## config.mk

```make
export PLATFORM = sky130hd
export DESIGN_NAME = bcd_to_bin16
export DESIGN_NICKNAME = d
export VERILOG_FILES = /design/src/rtl/bcd_pkg.sv /design/src/rtl/bcd_mac10.sv /design/src/rtl/bcd_to_bin16.sv
export SDC_FILE = /design/constraint.sdc
export NUM_CORES = 1
export LEC_CHECK = 0
export BUFFER_PORTS_ARGS = -buffer_cell sky130_fd_sc_hd__buf_2
export CORE_MARGIN = 2
export CORE_UTILIZATION = 50
export CTS_BUF_LIST = sky130_fd_sc_hd__clkbuf_8
export CTS_CLUSTER_DIAMETER = 100
export DETAILED_ROUTE_END_ITERATION = 7
export PLACE_DENSITY = 0.79
export SLEW_MARGIN = 20
export SYNTH_ARGS = -nofsm -noshare
export SYNTH_HDL_FRONTEND = slang
export SYNTH_SLANG_ARGS = --single-unit
export TNS_END_PERCENT = 50
```

## constraint.sdc

```tcl
create_clock -name clk -period 3.15 [get_ports clk]
set_input_delay 0.945 -clock clk [delete_from_list [all_inputs] [get_ports clk]]
set_output_delay 0.945 -clock clk [all_outputs]
set_load 0.01 [all_outputs]
```

## src/rtl/bcd_pkg.sv

```systemverilog
// Shared types and constants for the BCD conversion datapath.
package bcd_pkg;

  typedef enum logic {
    IDLE = 1'b0,
    CONV = 1'b1
  } state_t;

  localparam int unsigned BCD_DIGIT_W = 4;
  localparam logic [BCD_DIGIT_W-1:0] BCD_DIGIT_MAX = 4'd9;

  // True when a nibble is not a legal decimal digit.
  function automatic logic digit_bad(input logic [BCD_DIGIT_W-1:0] d);
    return d > BCD_DIGIT_MAX;
  endfunction

endpackage

```

## src/rtl/bcd_mac10.sv

```systemverilog
// Combinational multiply-by-ten-and-add step: y = a*10 + d using shifts only.
module bcd_mac10
  import bcd_pkg::*;
#(
  parameter int unsigned ACC_W = 20
) (
  input  logic [ACC_W-1:0]       a,
  input  logic [BCD_DIGIT_W-1:0] d,
  output logic [ACC_W-1:0]       y
);

  assign y = (a << 3) + (a << 1) + ACC_W'(d);

endmodule

```

## src/rtl/bcd_to_bin16.sv

```systemverilog
// Iterative BCD-to-binary converter, most significant digit first, one digit per clock.
module bcd_to_bin16
  import bcd_pkg::*;
#(
  parameter int unsigned NDIGITS = 5,
  parameter int unsigned OUT_W   = 16
) (
  input  logic                         clk,
  input  logic                         reset_n,
  input  logic                         start,
  input  logic [BCD_DIGIT_W*NDIGITS-1:0] bcdIn,
  output logic [OUT_W-1:0]             outBin,
  output logic                         busy,
  output logic                         done,
  output logic                         err_digit,
  output logic                         err_overflow
);

  localparam int unsigned ACC_W = BCD_DIGIT_W * NDIGITS;
  localparam int unsigned CNT_W = (NDIGITS > 1) ? $clog2(NDIGITS) : 1;
  localparam logic [CNT_W-1:0] LAST_CNT = CNT_W'(NDIGITS - 1);

  state_t           state;
  logic [ACC_W-1:0] dreg;
  logic [ACC_W-1:0] acc;
  logic [ACC_W-1:0] acc_next_c;
  logic [CNT_W-1:0] cnt;
  logic             dig_bad;
  logic             in_bad_c;
  logic             ovf_c;

  bcd_mac10 #(.ACC_W(ACC_W)) u_mac (
    .a(acc),
    .d(dreg[ACC_W-1 -: BCD_DIGIT_W]),
    .y(acc_next_c)
  );

  // Digit legality is judged once, on the word captured at start.
  always_comb begin
    in_bad_c = 1'b0;
    for (int k = 0; k < int'(NDIGITS); k++) begin
      in_bad_c = in_bad_c | digit_bad(bcdIn[BCD_DIGIT_W*k +: BCD_DIGIT_W]);
    end
  end

  // Accumulator is wide enough for any valid word, so overflow is just nonzero upper bits.
  generate
    if (ACC_W > OUT_W) begin : g_ovf
      assign ovf_c = |acc_next_c[ACC_W-1:OUT_W];
    end else begin : g_no_ovf
      assign ovf_c = 1'b0;
    end
  endgenerate

  always_ff @(posedge clk or negedge reset_n) begin
    if (!reset_n) begin
      state        <= IDLE;
      dreg         <= '0;
      acc          <= '0;
      cnt          <= '0;
      dig_bad      <= 1'b0;
      outBin       <= '0;
      busy         <= 1'b0;
      done         <= 1'b0;
      err_digit    <= 1'b0;
      err_overflow <= 1'b0;
    end else begin
      done <= 1'b0;
      case (state)
        IDLE: begin
          if (start) begin
            dreg    <= bcdIn;
            acc     <= '0;
            cnt     <= '0;
            dig_bad <= in_bad_c;
            busy    <= 1'b1;
            state   <= CONV;
          end
        end
        CONV: begin
          acc  <= acc_next_c;
          dreg <= dreg << BCD_DIGIT_W;
          cnt  <= cnt + CNT_W'(1);
          if (cnt == LAST_CNT) begin
            state        <= IDLE;
            busy         <= 1'b0;
            done         <= 1'b1;
            err_digit    <= dig_bad;
            err_overflow <= !dig_bad && ovf_c;
            outBin       <= dig_bad ? '0 : (ovf_c ? '1 : OUT_W'(acc_next_c));
          end
        end
        default: state <= IDLE;
      endcase
    end
  end

endmodule
```

==> out/metrics.cfg <==
[outcome]
status=finished, violations left
violations=negative setup slack

[timing]
setup_viol=1
finalSetupTns_ns=-0.03375
drv_slew=0
layout_setup_ws_ns=-0.03375
tightest_slew_ns=0.6613
post-route-period-util_pct=101.1
clock.fmax_mhz=314.1
post-route-min-period_ns=3.184
skew_ns=0.008553
rsz0062_at_grt=true
hold_viol_final=0
slew_headroom_pct=55.91

[clock_network]
root_buffer=clkbuf_8
cts_hold_buffers=0
cts_made_buffers=9
cts_num_sinks=64
htreeDepth=3
clkSlewWorstSetupHoldPaths_ns=0.07
cts_tree=yes
clock_latency_ns=0.35
clock_path_buffers=2

[final_layout]
syn2layout_area_growth_pct=15.54
diodes=0
nets=510
multi_input_area_mm2=0.002281
fillers=667
seq_area_mm2=0.001602
post_route_cells_drive_above_1_share_pct=24.50
utilization_pct=59.31

[global_route]
antenna_found_initial=0
grt_max_degree=55
grt_remaining_overflow=0
grt_pass1_wl_um=14770
grt_pass1_vias=3076
grt_usage_pct=21.53

[min_path]
hold_path_class=flop to flop
whs_path_depth=2

[logic_synthesis]
synth_warnings=0
synth_edf_count=0
synthArstFlopShare_pct=100.0
yosysUniqueCellTypes=56
netlist_area_mm2=0.003946
synth_flop_cell=dfrtp_1
syn_inst=402
synth_nets=463
ys_seq_area_share_pct=40.58
ys_ff_latch=64
syn_avg_cell_area_um2=9.817

[place]
dp_hpwl_um=6430
port_buffers=42
pre_cts_slack_ns=0.04805
routabilityCongestion=0.9552

[floorplanning]
die_width_um=92.84
core-area_mm2=0.007687
dieArea_mm2=0.008619
num_rows=32
die_h_um=92.84
start_util_pct=51.33
ios=43

[drt]
dr.pass1.iters=4
route.detailed.drc=0
vias=3193
via_per_inst=5.753
wl_per_cell_um=16.15
drt_iter0_markers=176
routed_wirelength_um=8966
drt.antenna.violating_nets=0

[setup_path]
crit_required_ns=3.41
critical_path_class=flop to flop
r2r_cells=11
start_kind=flop
endpoint_kind=flop
arrival_ns=3.45
worstPathMaxFanout=8

[job]
drv_cap=0

layout by cell type, fill, tap and decap left out, types with 4 or more instances in the layout:
cell / n
dfrtp_1: 64
o21ai_0: 56
nand2_1: 49
buf_2: 42
ha_1: 33
nor2_1: 25
mux2i_1: 20
a21oi_1: 18
a21oi_2: 12
inv_1: 11
clkbuf_8: 11
xnor2_1: 10
buf_4: 10
a22o_1: 9
nand3_1: 5
o211ai_1: 4
nor3_1: 4
state kept, by name, summed over array words and instances, names as in the netlist:
register	flops
acc	19
busy	1
cnt	3
dig_bad	1
done	1
dreg	20
err_digit	1
err_overflow	1
outBin	16
state	1
kinds of logic after synthesis:
logic type / share of synthesized area, %
xor gates and xnor gates: 3.107
DFF: 40.58
buffers and inverters: 3.678
AOI/OAI and AO/OA: 22.67
and+or+nand+nor: 12.08
muxes: 5.453
adders and majority gates: 12.43
layout make-up:
class	instances	share of cell area [%]
clock buffer	11	3.321
clock inverter	4	0.4665
inverter	13	1.070
multi-input combinational	306	50.03
sequential	64	35.13
tap	102	2.799
timing repair buffer	55	7.190
worst paths after layout:
check                             start           end  slack [ns]
max                              acc[2]     outBin[8]       -0.03
min                        err_overflow  err_overflow        0.49
max reg2reg                      acc[2]     outBin[8]       -0.03
min reg2reg                err_overflow  err_overflow        0.49
max in group asynchronous       reset_n          done        1.90
min in group asynchronous       reset_n       dreg[8]        0.62
timing repair:
item / CTS / global route
gates resized for setup: 0 / 15
buffers inserted: 0 / 5
setup endpoints to repair: 0 / 16
metrics by stage:
| step | cells | cell area, um^2 | hold WS [ns] |
|---|---|---|---|
| after floorplan | 402 | 3946 | 0.4492 |
| after global placement | 535 | 4260 | 0.4535 |
| after detailed placement | 535 | 4260 | 0.4742 |
| after CTS | 550 | 4433 | 0.4895 |
| after global routing | 555 | 4559 | 0.5135 |
| final | 555 | 4559 | 0.4903 |
worst max-delay path, cell delays in order (launching register included):
cell and delay, ns:
dfrtp_1 0.39, inv_1 0.07, fa_1 0.53, fa_2 0.25, nor2b_4 0.05, o31a_1 0.31
o31a_1 0.34, mux2_4 0.32, nor4_4 0.36, nor4_4 0.10, buf_6 0.17, a31oi_2 0.20
synthesized netlist by cell type, types with 2 or more instances:
| library cell | number | area, um^2 |
|---|---|---|
| xnor2_1 | 10 | 87.58 |
| mux2i_1 | 20 | 200.2 |
| fa_1 | 2 | 40.04 |
| clkbuf_1 | 10 | 37.54 |
| buf_1 | 4 | 15.01 |
| a22o_1 | 9 | 78.83 |
| o21ai_0 | 56 | 280.3 |
| o31ai_1 | 3 | 22.52 |
| and2_2 | 2 | 15.01 |
| a21oi_1 | 18 | 90.09 |
| nand3_1 | 5 | 25.02 |
| o211ai_1 | 4 | 30.03 |
| a31oi_1 | 6 | 37.54 |
| nand4_1 | 2 | 12.51 |
| a21oi_2 | 12 | 105.1 |
| nor4_4 | 2 | 42.54 |
| inv_1 | 13 | 48.80 |
| nor3_1 | 4 | 20.02 |
| o31a_1 | 2 | 17.52 |
| o21ai_1 | 3 | 15.01 |
| buf_6 | 3 | 33.78 |
| a21o_1 | 2 | 15.01 |
| nand2b_1 | 2 | 12.51 |
| nand2_1 | 49 | 183.9 |
| nor2_1 | 25 | 93.84 |
| ha_1 | 36 | 450.4 |
| a211oi_2 | 3 | 37.54 |
| xor2_1 | 4 | 35.03 |
| dfrtp_1 | 64 | 1602 |
per-layer routing:
metal | vias up | global-route usage [%] | routed length, um | part of all wire (%)
li1 | 1538 | - | - | -
met2 | 87 | 33.76 | 4328 | 48
met5 | - | 0 | 0 | 0
met3 | 19 | 5.126 | 398 | 4.4
met1 | 1549 | 28.96 | 4080 | 46
met4 | 0 | 8.211 | 158 | 1.8
Power is not shown: default switching activity piles up to over one toggle a cycle in this logic, so the estimate is an artifact.
